==> src/rtl/sram_ctrl16.sv <==
// sram_ctrl16: splits each 32-bit CPU word access into two 16-bit accesses
// on an external asynchronous SRAM. Big-endian: the even halfword (phase 0)
// carries data bits 31:16. Every SRAM and bus output comes from a flop.
//
// state  | meaning
// -------+-----------------------------------------------------------
// IDLE   | waiting for bus_stb; strobes inactive
// HI     | halfword phase 0 (addr {A,0}, data 31:16), WAIT+1 cycles
// GAP    | write only: one cycle we_n high with data held (hold time)
// LO     | halfword phase 1 (addr {A,1}, data 15:0), WAIT+1 cycles
// DONE   | one-cycle bus_ack; strobes inactive; bus_stb ignored
module sram_ctrl16 #(
    parameter int WAIT = 1
) (
    input  logic        clk,
    input  logic        rst,
    input  logic        bus_stb,
    input  logic        bus_we,
    input  logic [21:0] bus_addr,
    input  logic [31:0] bus_din,
    output logic [31:0] bus_dout,
    output logic        bus_ack,
    output logic [22:0] sram_addr,
    output logic        sram_ce_n,
    output logic        sram_oe_n,
    output logic        sram_we_n,
    output logic        sram_ub_n,
    output logic        sram_lb_n,
    output logic [15:0] sram_dq_out,
    output logic        sram_dq_oe,
    input  logic [15:0] sram_dq_in
);

    localparam logic [2:0] S_IDLE = 3'd0;
    localparam logic [2:0] S_HI   = 3'd1;
    localparam logic [2:0] S_GAP  = 3'd2;
    localparam logic [2:0] S_LO   = 3'd3;
    localparam logic [2:0] S_DONE = 3'd4;

    // Phase timer is a down-counter loaded with WAIT; terminal count is 0.
    localparam logic [3:0] WAIT_LD = 4'(WAIT);

    logic [2:0]  state, state_nxt;
    logic [3:0]  cnt, cnt_nxt;
    logic        we_q;
    logic [21:0] addr_q;
    logic [31:0] din_q;
    logic [15:0] hi_q;

    logic        we_eff;
    logic [21:0] addr_eff;
    logic [31:0] din_eff;
    logic        xfer_nxt;
    logic        act_nxt;
    logic        phase_nxt;
    logic        first_nxt;

    // Next-state and phase timer.
    always_comb begin
        state_nxt = state;
        cnt_nxt   = cnt;
        case (state)
            S_IDLE: begin
                if (bus_stb) begin
                    state_nxt = S_HI;
                    cnt_nxt   = WAIT_LD;
                end
            end
            S_HI: begin
                if (cnt != 4'd0) begin
                    cnt_nxt = cnt - 4'd1;
                end else if (we_q) begin
                    state_nxt = S_GAP;
                end else begin
                    state_nxt = S_LO;
                    cnt_nxt   = WAIT_LD;
                end
            end
            S_GAP: begin
                state_nxt = S_LO;
                cnt_nxt   = WAIT_LD;
            end
            S_LO: begin
                if (cnt != 4'd0) begin
                    cnt_nxt = cnt - 4'd1;
                end else begin
                    state_nxt = S_DONE;
                end
            end
            S_DONE: begin
                state_nxt = S_IDLE;
            end
            default: begin
                state_nxt = S_IDLE;
                cnt_nxt   = 4'd0;
            end
        endcase
    end

    // Outputs are registered from the next state, so the request fields must
    // come straight from the bus in the accepting IDLE cycle.
    always_comb begin
        we_eff    = (state == S_IDLE) ? bus_we   : we_q;
        addr_eff  = (state == S_IDLE) ? bus_addr : addr_q;
        din_eff   = (state == S_IDLE) ? bus_din  : din_q;
        xfer_nxt  = (state_nxt == S_HI) || (state_nxt == S_LO);
        act_nxt   = xfer_nxt || (state_nxt == S_GAP);
        phase_nxt = (state_nxt == S_LO);
        first_nxt = (cnt_nxt == WAIT_LD);
    end

    // State, request latch, registered SRAM strobes and read capture.
    always_ff @(posedge clk) begin
        if (rst) begin
            state       <= S_IDLE;
            cnt         <= 4'd0;
            we_q        <= 1'b0;
            addr_q      <= 22'd0;
            din_q       <= 32'd0;
            hi_q        <= 16'd0;
            sram_ce_n   <= 1'b1;
            sram_oe_n   <= 1'b1;
            sram_we_n   <= 1'b1;
            sram_ub_n   <= 1'b1;
            sram_lb_n   <= 1'b1;
            sram_dq_oe  <= 1'b0;
            sram_dq_out <= 16'd0;
            sram_addr   <= 23'd0;
            bus_ack     <= 1'b0;
            bus_dout    <= 32'd0;
        end else begin
            state <= state_nxt;
            cnt   <= cnt_nxt;
            if (state == S_IDLE && bus_stb) begin
                we_q   <= bus_we;
                addr_q <= bus_addr;
                din_q  <= bus_din;
            end
            sram_ce_n  <= !act_nxt;
            sram_ub_n  <= !act_nxt;
            sram_lb_n  <= !act_nxt;
            sram_oe_n  <= !(xfer_nxt && !we_eff);
            // First cycle of each write phase is address setup with we_n high.
            sram_we_n  <= !(xfer_nxt && we_eff && !first_nxt);
            sram_dq_oe <= act_nxt && we_eff;
            if (act_nxt) begin
                sram_addr <= {addr_eff, phase_nxt};
                if (we_eff) begin
                    sram_dq_out <= phase_nxt ? din_eff[15:0] : din_eff[31:16];
                end
            end
            bus_ack <= (state_nxt == S_DONE);
            if (state == S_HI && cnt == 4'd0 && !we_q) begin
                hi_q <= sram_dq_in;
            end
            if (state == S_LO && cnt == 4'd0 && !we_q) begin
                bus_dout <= {hi_q, sram_dq_in};
            end
        end
    end

endmodule

==> config.mk <==
export PLATFORM = sky130hd
export DESIGN_NAME = sram_ctrl16
export DESIGN_NICKNAME = d
export VERILOG_FILES = /design/src/rtl/sram_ctrl16.sv
export SDC_FILE = /design/constraint.sdc
export NUM_CORES = 1
export LEC_CHECK = 0
export CAP_MARGIN = 20
export CORE_MARGIN = 4
export CORE_UTILIZATION = 53
export CTS_CLUSTER_DIAMETER = 80
export DETAILED_ROUTE_END_ITERATION = 10
export GPL_TIMING_DRIVEN = 0
export PLACE_DENSITY = 0.85
export SLEW_MARGIN = 30
export SYNTH_ARGS = -nofsm -noshare
export SYNTH_HDL_FRONTEND = slang
export SYNTH_SLANG_ARGS = --single-unit
==> constraint.sdc <==
create_clock -name clk -period 6.6 [get_ports clk]
set_clock_uncertainty 0.1 [all_clocks]
set_input_delay 1.32 -clock clk [delete_from_list [all_inputs] [get_ports clk]]
set_output_delay 1.32 -clock clk [all_outputs]
set_load 0.03 [all_outputs]
# After elaboration in Yosys (flattened, before gate mapping)
# Cells that the tools add are included.
[word_totals]
register_bits = 154
in_bits = 74
out_inout_bits = 78
wordCells = 59
[op_classes]
n_addsub = 1
eq_ne = 9
mux = 14
reduce_logical = 21
[op_table]
columns = ["operator", "count"]
rows = [
  ["32-bit two-way mux", 1],
  ["22-bit two-way mux", 1],
  ["4-bit one-hot mux with 5 select lines", 1],
  ["16-bit two-way mux", 1],
  ["4-bit two-way mux", 4],
  ["3-bit by 2-bit == test with 1-bit output, second input constant", 4],
  ["3-bit one-hot mux with 4 select lines", 1],
  ["1-bit logical AND", 9],
  ["3-bit two-way mux", 3],
  ["3-bit by 1-bit == test with 1-bit output, second input constant", 2],
  ["3-bit == test, second input constant", 2],
  ["1-bit logical NOT", 6],
  ["4-bit by 1-bit == test with 1-bit output, second input constant", 1],
  ["4-bit logical NOT", 1],
  ["4-bit nonzero test", 1],
  ["4-bit by 1-bit subtractor with 4-bit output, second input constant", 1],
  ["3-bit logical NOT", 1],
  ["1-bit logical OR", 2],
  ["1-bit two-way mux", 2],
  ["2-bit AND reduction", 1],
]

# Depth between registers and ports, before layout
# Gate-level depths: netlist (run 1).
[logic_depth]
ltp_word = 8
depth_mapped = 9
mapped_depth_nobuf = 7

# Least setup slack after synthesis (run 1)
# OpenSTA, ideal clock, no wires.
[synth_timing]
path_kind = "input-to-reg"
start = "in rst"
end = "reg sram_dq_out[10]"
arrival_ps = 2439
required_ps = 6440
path_slack_ps = 4001
path_stages = 5
path_buffers = 2
cell_sequence = "clkbuf_1 -> or4_4 -> nor2_8 -> buf_8 -> a32o_2"
[synth_rtl]
columns = ["element", "line_no", "text"]
rows = [
  ["start: declaration", "16", "input logic rst,"],
  ["end signal: assignment", "149", "sram_dq_out <= phase_nxt ? din_eff[15:0] : din_eff[31:16];"],
  ["end: declaration", "29", "output logic [15:0] sram_dq_out,"],
]

# Final worst setup path (run 1)
[layout_timing]
start = "in bus_stb"
end = "reg sram_dq_out[7]"
[layout_between]
elab_chain_len = 6
elab_cells_between_ends = 9
[layout_lines]
columns = ["element", "line_no", "text"]
rows = [
  ["start: declaration", "17", "input logic bus_stb,"],
  ["3-bit two-way mux (*)", "64", "if (bus_stb) begin"],
  ["3-bit one-hot mux with 4 select lines (*)", "62", "case (state)"],
  ["3-bit by 1-bit == test with 1-bit output / 3-bit by 2-bit == test with 1-bit output (equally long branches)", "106, 108", ""],
  ["1-bit logical OR", "106", "xfer_nxt = (state_nxt == S_HI) || (state_nxt == S_LO);"],
  ["1-bit logical OR", "107", "act_nxt = xfer_nxt || (state_nxt == S_GAP);"],
  ["2-bit AND reduction (no line)", "-", ""],
]
# Every way passes the cells marked *; elsewhere a longest branch is shown, timed or not.
# A chain may end at the register's enable or synchronous reset.

==> results_dict.tcl, run 1 <==
set metrics [dict create \
    status "complete, no violations" \
    synthDistinctLibCells 45 \
    post-cts-setup-buffer-count 0 \
    first_global_vias 5594 \
    max_cap_viol_count 0 \
    layout-drive-gt1-share_pct 7.480 \
    yosysSeqAreaShare_pct 50.21 \
    ir_worst_vdd_mv 0.3049 \
    grt_first_pass_wirelength_mm 27.54 \
    p_seq_share_pct 31.2 \
    post_cts.resized_instances 0 \
    tritoncts_num_sinks 154 \
    fin_crit_sh_pct 45.49 \
    synth_top_family_by_area "simple AND/OR/NAND/NOR gates" \
    post_synth_instance_area_um2 6140 \
    data_arrival_time_of_the_critical_path_ns 3.27 \
    numCtsBuffers 17 \
    final_max_slew_viols 0 \
    power-per-cell-area_nw_per_um2 487.3 \
    rsz_0062_raised_after_global_routing "false" \
    drt_pre_antenna_iters 5 \
    power.internal_w 0.002391 \
    viasPerCell 5.405 \
    syn_nets 869 \
    postSynth.topFlopCell "sky130_fd_sc_hd__dfxtp_1" \
    combinationalPowerShare_pct 44.6 \
    multi_input_area_um2 2769 \
    flow.area_growth_from_synthesis_pct 37.27 \
    post_place_worst_slack_ns 3.188 \
    power_switching_share_pct 41.79 \
    chipHeight_um 115.6 \
    timing.critical_path.cells "clkdlybuf4s50_1, a21boi_1, nor3_4, a21oi_2, buf_2, a32o_2" \
    grt_antenna_before_repair 0 \
    worstSetupEndpointType "flop" \
    number_of_buffers_inserted_for_hold_repair_after_clock_tree_synthesis 0 \
    ys.warnings.count 0 \
    mean_routed_wirelength_per_cell_um 15.61 \
    timing.max_slew.rel_slack_pct 60.81 \
    rows 39 \
    nFillCells 890 \
    ioPinCount 152 \
    number_of_flops_mapped_to_enable_cells_by_yosys 0 \
    post-route-util_pct 74.13 \
    power_frac_clock_pct 24.2 \
    timing.final.crit_period_ns 3.002 \
    static-leakage-power_nw 3.159 \
    critical_path.max_stage_delay_ns 0.49 \
    clk_root_buffer_cell "sky130_fd_sc_hd__clkbuf_16" \
    synth_seq_cells 154 \
    core_area_um2 11370 \
    finalHoldViolations 0 \
    fmax_mhz 333.1 \
    worstPathRequired_ns 6.87 \
    grt_max_degree 17 \
    h-tree-depth 4 \
    setup_slack_ns 3.598 \
    fin_tns_setup_ns 0 \
    post_synth_fa_ha_maj_area_fraction_pct 0.2038 \
    synth-compound-area-share_pct 17.93 \
    ant_nets 0 \
    timing.critical_path.fanout_max 10 \
    yosys.area_share.simple_pct 26.66 \
    io_buffer_count 150 \
    insertion_delay_ns 0.42 \
    syn_avg_cell_area_um2 7.733 \
    worst_setup_hold_path_clk_slew_ns 0.07 \
    initial_core_util_pct 54.00 \
    max_slew.worst_pin.slew_ns 0.5715 \
    tritoncts "built" \
    detail_route.wirelength_mm 17.47 \
    drcViolationCount 0 \
    setup_viol 0 \
    gp_routability_congestion 0.8683 \
    groute.usage.overall_pct 26.01 \
    synth_area_leader_cell "sky130_fd_sc_hd__dfxtp_1" \
    diodes 0 \
    critPathKind "input pin to flop" \
    muxShareOfSynthArea_pct 0.1630 \
    die_area_um2 13370 \
    min_path_type "flop to flop" \
    regArea_um2 3083 \
    synth.top_cells.by_area "sky130_fd_sc_hd__dfxtp_1, sky130_fd_sc_hd__nand2_1, sky130_fd_sc_hd__a21oi_1" \
    syn-instance-count 794 \
    via_count 6048 \
    slowest_stage "sky130_fd_sc_hd__clkdlybuf4s50_1" \
    post-synth-top-area-fraction_pct 50.21 \
    grt_overflow_total 0 \
    drtIter0Drc 540 \
    synth_xor_area_share_pct 0.1427 \
    power.net_switching_w 0.001716 \
    post-dp-hpwl_mm 11.93 \
    totalPowerFinal_w 0.004107 \
    die-width_um 115.6 \
    cp-start-kind "input pin" \
    clock_path_buffers 2 \
    nets 1038 \
    postSynth.asyncResetShare_pct 0 \
]
-- stage by stage --
| stage | area (um2) | std cells | hold WS (ns) |
|---|---|---|---|
| floorplan | 6140 | 794 | 0.3321 |
| global placement | 7820 | 1087 | 0.3383 |
| detailed placement | 7820 | 1087 | 0.3445 |
| CTS | 8428 | 1119 | 0.3547 |
| global route | 8428 | 1119 | 0.3665 |
| finish | 8428 | 1119 | 0.3532 |
-- critical path: cells and delay by family --
kind | cells | cell delay [ns]
buffers and inverters | 2 | 0.79
AO/OA/AOI/OAI | 3 | 1.02
AND/OR/NAND/NOR | 1 | 0.15
-- kinds of logic (layout without fill, tap and decap cells) --
kind of cell	after synthesis	count (layout)
AO/OA/AOI/OAI	176	176
XOR/XNOR	1	1
adder cells (fa/ha/maj)	1	1
buffers and inverters	64	246
flip-flops	154	154
multiplexers	1	1
AND/OR/NAND/NOR	397	397
-- flip-flops by register name (all words and copies together) (netlist names) --
signal and cells:
sram_addr 23, sram_dq_out 16, din_q 32, bus_ack 1
sram_lb_n 1, addr_q 22, sram_dq_oe 1, state 3
hi_q 16, sram_oe_n 1, cnt 4, we_q 1
bus_dout 32, sram_we_n 1
-- cell usage after synthesis (all sizes together) (3+ instances only) --
master	count
nand3	16
nor2	65
dfxtp	154
nor3	9
nand2	290
nand2b	3
buf	21
a32o	16
a21oi	107
a311oi	22
clkbuf	40
inv	3
or3	4
o21ai	19
-- power groups by stage --
| stage | combinational [W] | sequential, W | clock (W) |
|---|---|---|---|
| 2_1_floorplan | 0.000964 | 0.00152 | 0 |
| 3_3_place_gp | 0.00179 | 0.00129 | 0 |
| 3_5_place_dp | 0.00181 | 0.00129 | 0 |
| 4_1_cts | 0.00183 | 0.00128 | 0.00100 |
| 5_1_grt | 0.00200 | 0.00130 | 0.00105 |
| 6_report | 0.00183 | 0.00128 | 0.000996 |
-- layout by cell type (no fill, tap or decap), types with 3 or more instances in the layout --
cell type / count
sky130_fd_sc_hd__a21oi_1: 106
sky130_fd_sc_hd__a311oi_1: 22
sky130_fd_sc_hd__a32o_1: 7
sky130_fd_sc_hd__a32o_2: 9
sky130_fd_sc_hd__buf_2: 17
sky130_fd_sc_hd__clkbuf_1: 40
sky130_fd_sc_hd__clkbuf_16: 17
sky130_fd_sc_hd__clkdlybuf4s50_1: 150
sky130_fd_sc_hd__dfxtp_1: 154
sky130_fd_sc_hd__inv_1: 3
sky130_fd_sc_hd__inv_6: 4
sky130_fd_sc_hd__inv_8: 3
sky130_fd_sc_hd__nand2_1: 290
sky130_fd_sc_hd__nand2b_1: 3
sky130_fd_sc_hd__nand3_1: 16
sky130_fd_sc_hd__nor2_1: 64
sky130_fd_sc_hd__nor3_1: 8
sky130_fd_sc_hd__o21ai_0: 19
sky130_fd_sc_hd__or3_1: 4
-- per-layer routing --
metal | vias to the layer above | wire length (um) | global-route usage [%]
met2 | 232 | 8142 | 42.09
li1 | 2995 | - | -
met3 | 41 | 1243 | 6.266
met4 | 0 | 461 | 9.977
met1 | 2780 | 7618 | 33.86
met5 | - | 0 | 0
-- area by class of cell --
type	count	area share [%]
flip-flops and latches	154	36.58
inverters	3	0.1336
plain buffers	61	3.281
multi-input cells	576	32.85
clock inverters	15	2.167
repair buffers	150	17.81
clock buffers	17	5.048
well taps	143	2.123
-- path summary, 6_finish.rpt --
kind / startpoint / endpoint / slack (ns) / cells after the start
max: bus_stb / sram_dq_out[7]$_SDFFE_PP0P_ / 3.60 / 6
min: bus_dout[22]$_SDFFE_PP0P_ / bus_dout[22]$_SDFFE_PP0P_ / 0.35 / 2
max reg2reg: cnt[0]$_SDFF_PP0_ / sram_dq_out[10]$_SDFFE_PP0P_ / 4.01 / 8
min reg2reg: bus_dout[22]$_SDFFE_PP0P_ / bus_dout[22]$_SDFFE_PP0P_ / 0.35 / 2
(Power assumes the default switching activity.)
==> run 2, diff against run 1 <==
--- a/config.mk
+++ b/config.mk
@@ -7,11 +7,11 @@
 export LEC_CHECK = 0
 export CAP_MARGIN = 20
 export CORE_MARGIN = 4
-export CORE_UTILIZATION = 53
+export CORE_UTILIZATION = 49
 export CTS_CLUSTER_DIAMETER = 80
 export DETAILED_ROUTE_END_ITERATION = 10
 export GPL_TIMING_DRIVEN = 0
-export PLACE_DENSITY = 0.85
+export PLACE_DENSITY = 0.8
 export SLEW_MARGIN = 30
 export SYNTH_ARGS = -nofsm -noshare
 export SYNTH_HDL_FRONTEND = slang
==> constraint.sdc (replaced) <==
create_clock -name clk -period 3 [get_ports clk]
set_clock_uncertainty 0.1 [all_clocks]
set_input_delay 0.6 -clock clk [delete_from_list [all_inputs] [get_ports clk]]
set_output_delay 0.6 -clock clk [all_outputs]
set_load 0.03 [all_outputs]
==> results_dict.tcl, run 2 (synthesis gave the netlist of run 1 again) <==
set metrics [dict create \
    worstSetupEndpointType "flop" \
    fmax_mhz 380.0 \
    detail_route.wirelength_mm 17.34 \
    finalInstanceArea_um2 8447 \
    ioPinCount 152 \
    io_buffer_count 150 \
    ff2ff_path_depth 8 \
    wl_met1_mm 7.519 \
    flow.area_growth_from_synthesis_pct 37.58 \
    layout-drive-gt1-share_pct 7.077 \
    rows 40 \
    rsz_0062_raised_after_global_routing "false" \
    grt_antenna_before_repair 0 \
    cp-start-kind "flop" \
    drcViolationCount 0 \
    finalHoldViolations 0 \
    power-per-cell-area_nw_per_um2 1067 \
    crit-reg2reg-launch "cnt[0]$_SDFF_PP0_" \
    min_to "bus_dout[28]$_SDFFE_PP0P_" \
    core_area_um2 12160 \
    timing.critical_path.fanout_max 10 \
    multi_input_area_um2 2769 \
    regArea_um2 3083 \
    drt_pre_antenna_iters 5 \
    post-dp-hpwl_mm 11.98 \
    groute.usage.overall_pct 23.81 \
    static-leakage-power_nw 3.159 \
    worstSetupStartpoint "cnt[0]$_SDFF_PP0_" \
    nFillCells 994 \
    min_path_type "flop to flop" \
    insertion_delay_ns 0.42 \
    tritoncts "built" \
    initial_core_util_pct 50.48 \
    worstPathRequired_ns 3.22 \
    grt_first_pass_wirelength_mm 27.38 \
    via_count 6078 \
    post-cts-setup-buffer-count 0 \
    timing.final.crit_period_ns 2.632 \
    numCtsBuffers 17 \
    critPathKind "flop to flop" \
    data_arrival_time_of_the_critical_path_ns 2.85 \
    setup_viol 0 \
    max_cap_viol_count 0 \
    chipHeight_um 119.9 \
    first_global_vias 5569 \
    mean_routed_wirelength_per_cell_um 15.17 \
    layout_common_cells "sky130_fd_sc_hd__nand2_1, sky130_fd_sc_hd__dfxtp_1, sky130_fd_sc_hd__clkdlybuf4s50_1" \
    routed.top_layer "met4" \
    post_cts.resized_instances 0 \
    setup_slack_ns 0.3681 \
    max_slew.worst_pin.slew_ns 0.5790 \
    tritoncts_num_sinks 154 \
    clk_root_buffer_cell "sky130_fd_sc_hd__clkbuf_16" \
    drtIter0Drc 468 \
    dr_wl_met3_mm 1.218 \
    status "complete, no violations" \
    fin_crit_sh_pct 87.73 \
    number_of_buffers_inserted_for_hold_repair_after_clock_tree_synthesis 0 \
    mostFrequentLayoutCell "sky130_fd_sc_hd__nand2_1" \
    ir_worst_vdd_mv 0.6194 \
    grt_overflow_total 0 \
    critical_path.reg2reg.endpoint "sram_dq_out[8]$_SDFFE_PP0P_" \
    min_delay_path_depth 2 \
    post-route-util_pct 69.45 \
    h-tree-depth 4 \
    die_area_um2 14380 \
    post_dp_cell_area_um2 7851 \
    post_place_worst_slack_ns 0.2461 \
    min-delay-start "bus_dout[28]$_SDFFE_PP0P_" \
    nets 1038 \
    final_max_slew_viols 0 \
    grt_max_degree 17 \
    routed_wl_met2_mm 8.317 \
    layout_top_registers "bus_dout x32, din_q x32, sram_addr x23" \
    timing.max_slew.rel_slack_pct 61.11 \
    diodes 0 \
    die-width_um 119.9 \
    gp_routability_congestion 0.8115 \
    clock_path_buffers 2 \
    viasPerCell 5.318 \
    ant_nets 0 \
    fin_tns_setup_ns 0 \
    worst_setup_hold_path_clk_slew_ns 0.06 \
    setup.reg_to_reg.worst_slack_ns 0.37 \
]
==> run 2: cell types whose count changed in the layout (fill, tap and decap cells not counted), moves of 2 or more <==
cell / previous run / this run
sky130_fd_sc_hd__clkbuf_1: 40 / 43
sky130_fd_sc_hd__clkbuf_8: 0 / 3
sky130_fd_sc_hd__clkinv_2: 1 / 4
sky130_fd_sc_hd__clkinv_4: 2 / 0
sky130_fd_sc_hd__inv_6: 4 / 0
sky130_fd_sc_hd__inv_8: 3 / 0
==> run 2: worst max-delay path, cell delays in order (launching register included) <==
cell and delay (ns):
sky130_fd_sc_hd__dfxtp_1 0.42, sky130_fd_sc_hd__inv_1 0.07, sky130_fd_sc_hd__ha_1 0.28, sky130_fd_sc_hd__nand4bb_2 0.20, sky130_fd_sc_hd__nor4_4 0.09, sky130_fd_sc_hd__a31oi_2 0.48, sky130_fd_sc_hd__clkbuf_1 0.41, sky130_fd_sc_hd__nand3_1 0.17
sky130_fd_sc_hd__a32o_2 0.30
==> run 2: area by class of cell <==
| type | count | share of cell area (%) |
|---|---|---|
| clock inverters | 8 | 1.392 |
| clock buffers | 23 | 5.658 |
| well taps | 168 | 2.489 |
| plain buffers | 61 | 3.274 |
| repair buffers | 150 | 17.78 |
| flip-flops and latches | 154 | 36.50 |
| multi-input cells | 576 | 32.78 |
| inverters | 3 | 0.1333 |
==> run 2: power breakdown <==
group | total, W | leakage, nW | switching, W | internal, W
registers | 0.00282 | 1.26 | 0.000270 | 0.00255
clock network | 0.00216 | 0.293 | 0.000801 | 0.00136
logic | 0.00403 | 1.61 | 0.00258 | 0.00146
==> run 2: through the flow <==
step	hold slack (ns)	total power, W	cells
2_1_floorplan	0.3321	0.005456	794
3_3_place_gp	0.3379	0.006795	1112
3_5_place_dp	0.3454	0.006849	1112
4_1_cts	0.3546	0.009022	1143
5_1_grt	0.3687	0.009531	1143
6_report	0.3525	0.009014	1143
==> run 2: how the worst max path moves through the flow <==
stage	end	depth (start not counted)
detailed placement	sram_dq_out[13]$_SDFFE_PP0P_	6
floorplan	sram_dq_out[10]$_SDFFE_PP0P_	8
finish	sram_dq_out[8]$_SDFFE_PP0P_	8
CTS	sram_dq_out[8]$_SDFFE_PP0P_	8
global route	sram_dq_out[8]$_SDFFE_PP0P_	8
global placement	sram_dq_out[11]$_SDFFE_PP0P_	6
==> run 2: per-layer routing <==
| metal | GRT usage, % | vias to the layer above |
|---|---|---|
| met1 | 30.63 | 2827 |
| met5 | 0 | - |
| met3 | 6.409 | 28 |
| met2 | 38.92 | 233 |
| met4 | 7.659 | 0 |
| li1 | - | 2990 |
==> run 3, diff against run 2 <==
--- a/config.mk
+++ b/config.mk
@@ -5,9 +5,11 @@
 export SDC_FILE = /design/constraint.sdc
 export NUM_CORES = 1
 export LEC_CHECK = 0
+export ABC_CLOCK_PERIOD_IN_PS = 3000
 export CAP_MARGIN = 20
 export CORE_MARGIN = 4
 export CORE_UTILIZATION = 49
+export CTS_BUF_LIST = sky130_fd_sc_hd__clkbuf_16
 export CTS_CLUSTER_DIAMETER = 80
 export DETAILED_ROUTE_END_ITERATION = 10
 export GPL_TIMING_DRIVEN = 0
==> results_dict.tcl, run 3 (synthesis gave the netlist of run 1 again) <==
set metrics [dict create \
    grt_max_degree 17 \
    ioPinCount 152 \
    timing.final.crit_period_ns 2.649 \
    rsz_0062_raised_after_global_routing "false" \
    final_max_slew_viols 0 \
    nets 1038 \
    mean_routed_wirelength_per_cell_um 15.09 \
    io_buffer_count 150 \
    count_of_placed_standard_cells_in_the_final_layout_fillers_left_out 1143 \
    flow.area_growth_from_synthesis_pct 37.09 \
    static-leakage-power_nw 3.154 \
    finalInstanceArea_um2 8417 \
    chipHeight_um 119.9 \
    post-route-util_pct 69.21 \
    clock_path_buffers 2 \
    setup.reg_to_reg.worst_slack_ns 0.35 \
    ir_worst_vdd_mv 0.6195 \
    ant_nets 0 \
    diodes 0 \
    post-cts-setup-buffer-count 0 \
    dp_cells 1112 \
    die_area_um2 14380 \
    detail_route.wirelength_mm 17.25 \
    status "complete, no violations" \
    fin_crit_sh_pct 88.29 \
    drtIter0Drc 502 \
    worstPathRequired_ns 3.22 \
    tritoncts "built" \
    power-per-cell-area_nw_per_um2 1060 \
    number_of_buffers_inserted_for_hold_repair_after_clock_tree_synthesis 0 \
    rows 40 \
    post_cts.resized_instances 0 \
    cp-start-kind "flop" \
    min_path_type "flop to flop" \
    layout_top_registers "bus_dout x32, din_q x32, sram_addr x23" \
    grt_antenna_before_repair 0 \
    critPathKind "flop to flop" \
    drcViolationCount 0 \
    fmax_mhz 377.6 \
    setup_viol 0 \
    insertion_delay_ns 0.42 \
    clk_root_buffer_cell "sky130_fd_sc_hd__clkbuf_16" \
    layout-drive-gt1-share_pct 6.769 \
    numCtsBuffers 17 \
    layout_common_cells "sky130_fd_sc_hd__nand2_1, sky130_fd_sc_hd__dfxtp_1, sky130_fd_sc_hd__clkdlybuf4s50_1" \
    die-width_um 119.9 \
    worst_setup_hold_path_clk_slew_ns 0.06 \
    post_dp_cell_area_um2 7851 \
    grt_first_pass_wirelength_mm 27.10 \
    groute.usage.overall_pct 23.54 \
    data_arrival_time_of_the_critical_path_ns 2.87 \
    h-tree-depth 4 \
    tritoncts_num_sinks 154 \
    post-dp-hpwl_mm 11.98 \
    grt_overflow_total 0 \
    drt_pre_antenna_iters 5 \
    timing.max_slew.rel_slack_pct 59.54 \
    core_area_um2 12160 \
    max_cap_viol_count 0 \
    finalHoldViolations 0 \
    viasPerCell 5.301 \
    fin_tns_setup_ns 0 \
    totalPowerFinal_w 0.008922 \
    first_global_vias 5499 \
    timing.critical_path.fanout_max 10 \
    via_count 6059 \
    initial_core_util_pct 50.48 \
    mostFrequentLayoutCell "sky130_fd_sc_hd__nand2_1" \
    max_slew.worst_pin.slew_ns 0.6069 \
    gp_routability_congestion 0.8115 \
    worstSetupEndpointType "flop" \
]
## run 3: changes by cell type in the layout (fill, tap and decap cells not counted)
cell / before / now
sky130_fd_sc_hd__clkinv_1: 0 / 3
sky130_fd_sc_hd__inv_1: 3 / 6
sky130_fd_sc_hd__clkbuf_1: 43 / 40
sky130_fd_sc_hd__clkbuf_8: 3 / 0
## run 3: where the power goes
group	switching, W	total, W	internal [W]
logic	0.00258	0.00403	0.00146
registers	0.000271	0.00282	0.00255
clock network	0.000794	0.00207	0.00128
total	0.00364	0.00892	0.00528
## run 3: per-layer routing
layer | part of all wire [%] | GRT usage, % | wire length, um
met1 | 44 | 30.64 | 7621
met2 | 48 | 37.93 | 8197
met3 | 6.7 | 6.409 | 1147
met4 | 1.6 | 7.659 | 280
met5 | 0 | 0 | 0
## run 3: area by class of cell
type | count | area (um2)
well taps | 168 | 210.2
clock inverters | 14 | 140.1
clock buffers | 17 | 425.4
plain buffers | 61 | 276.5
fillers | 1008 | 3745
flip-flops and latches | 154 | 3083
inverters | 3 | 11.26
multi-input cells | 576 | 2769
repair buffers | 150 | 1501
## run 3: stage by stage
step / hold WS, ns / worst slack (ns)
final: 0.3528 / 0.3514
after global routing: 0.3687 / 0.1981
after CTS: 0.3545 / 0.3979
after detailed placement: 0.3454 / 0.2461
after global placement: 0.3379 / 0.2608
after floorplan: 0.3321 / 0.8660
## run 3: path summary, 6_finish.rpt
path	startpoint	endpoint	cells after the start
worst max-delay path	cnt[0]$_SDFF_PP0_	sram_dq_out[8]$_SDFFE_PP0P_	8
worst min-delay path	bus_dout[28]$_SDFFE_PP0P_	bus_dout[28]$_SDFFE_PP0P_	2
worst max register to register	cnt[0]$_SDFF_PP0_	sram_dq_out[8]$_SDFFE_PP0P_	8
worst min register to register	bus_dout[28]$_SDFFE_PP0P_	bus_dout[28]$_SDFFE_PP0P_	2
## run 3: worst max-delay path, cell delays in order (launching register included)
cell,delay (ns)
sky130_fd_sc_hd__dfxtp_1,0.42
sky130_fd_sc_hd__inv_1,0.07
sky130_fd_sc_hd__ha_1,0.28
sky130_fd_sc_hd__nand4bb_2,0.20
sky130_fd_sc_hd__nor4_4,0.10
sky130_fd_sc_hd__a31oi_2,0.49
sky130_fd_sc_hd__clkbuf_1,0.41
sky130_fd_sc_hd__nand3_1,0.18
sky130_fd_sc_hd__a32o_2,0.30
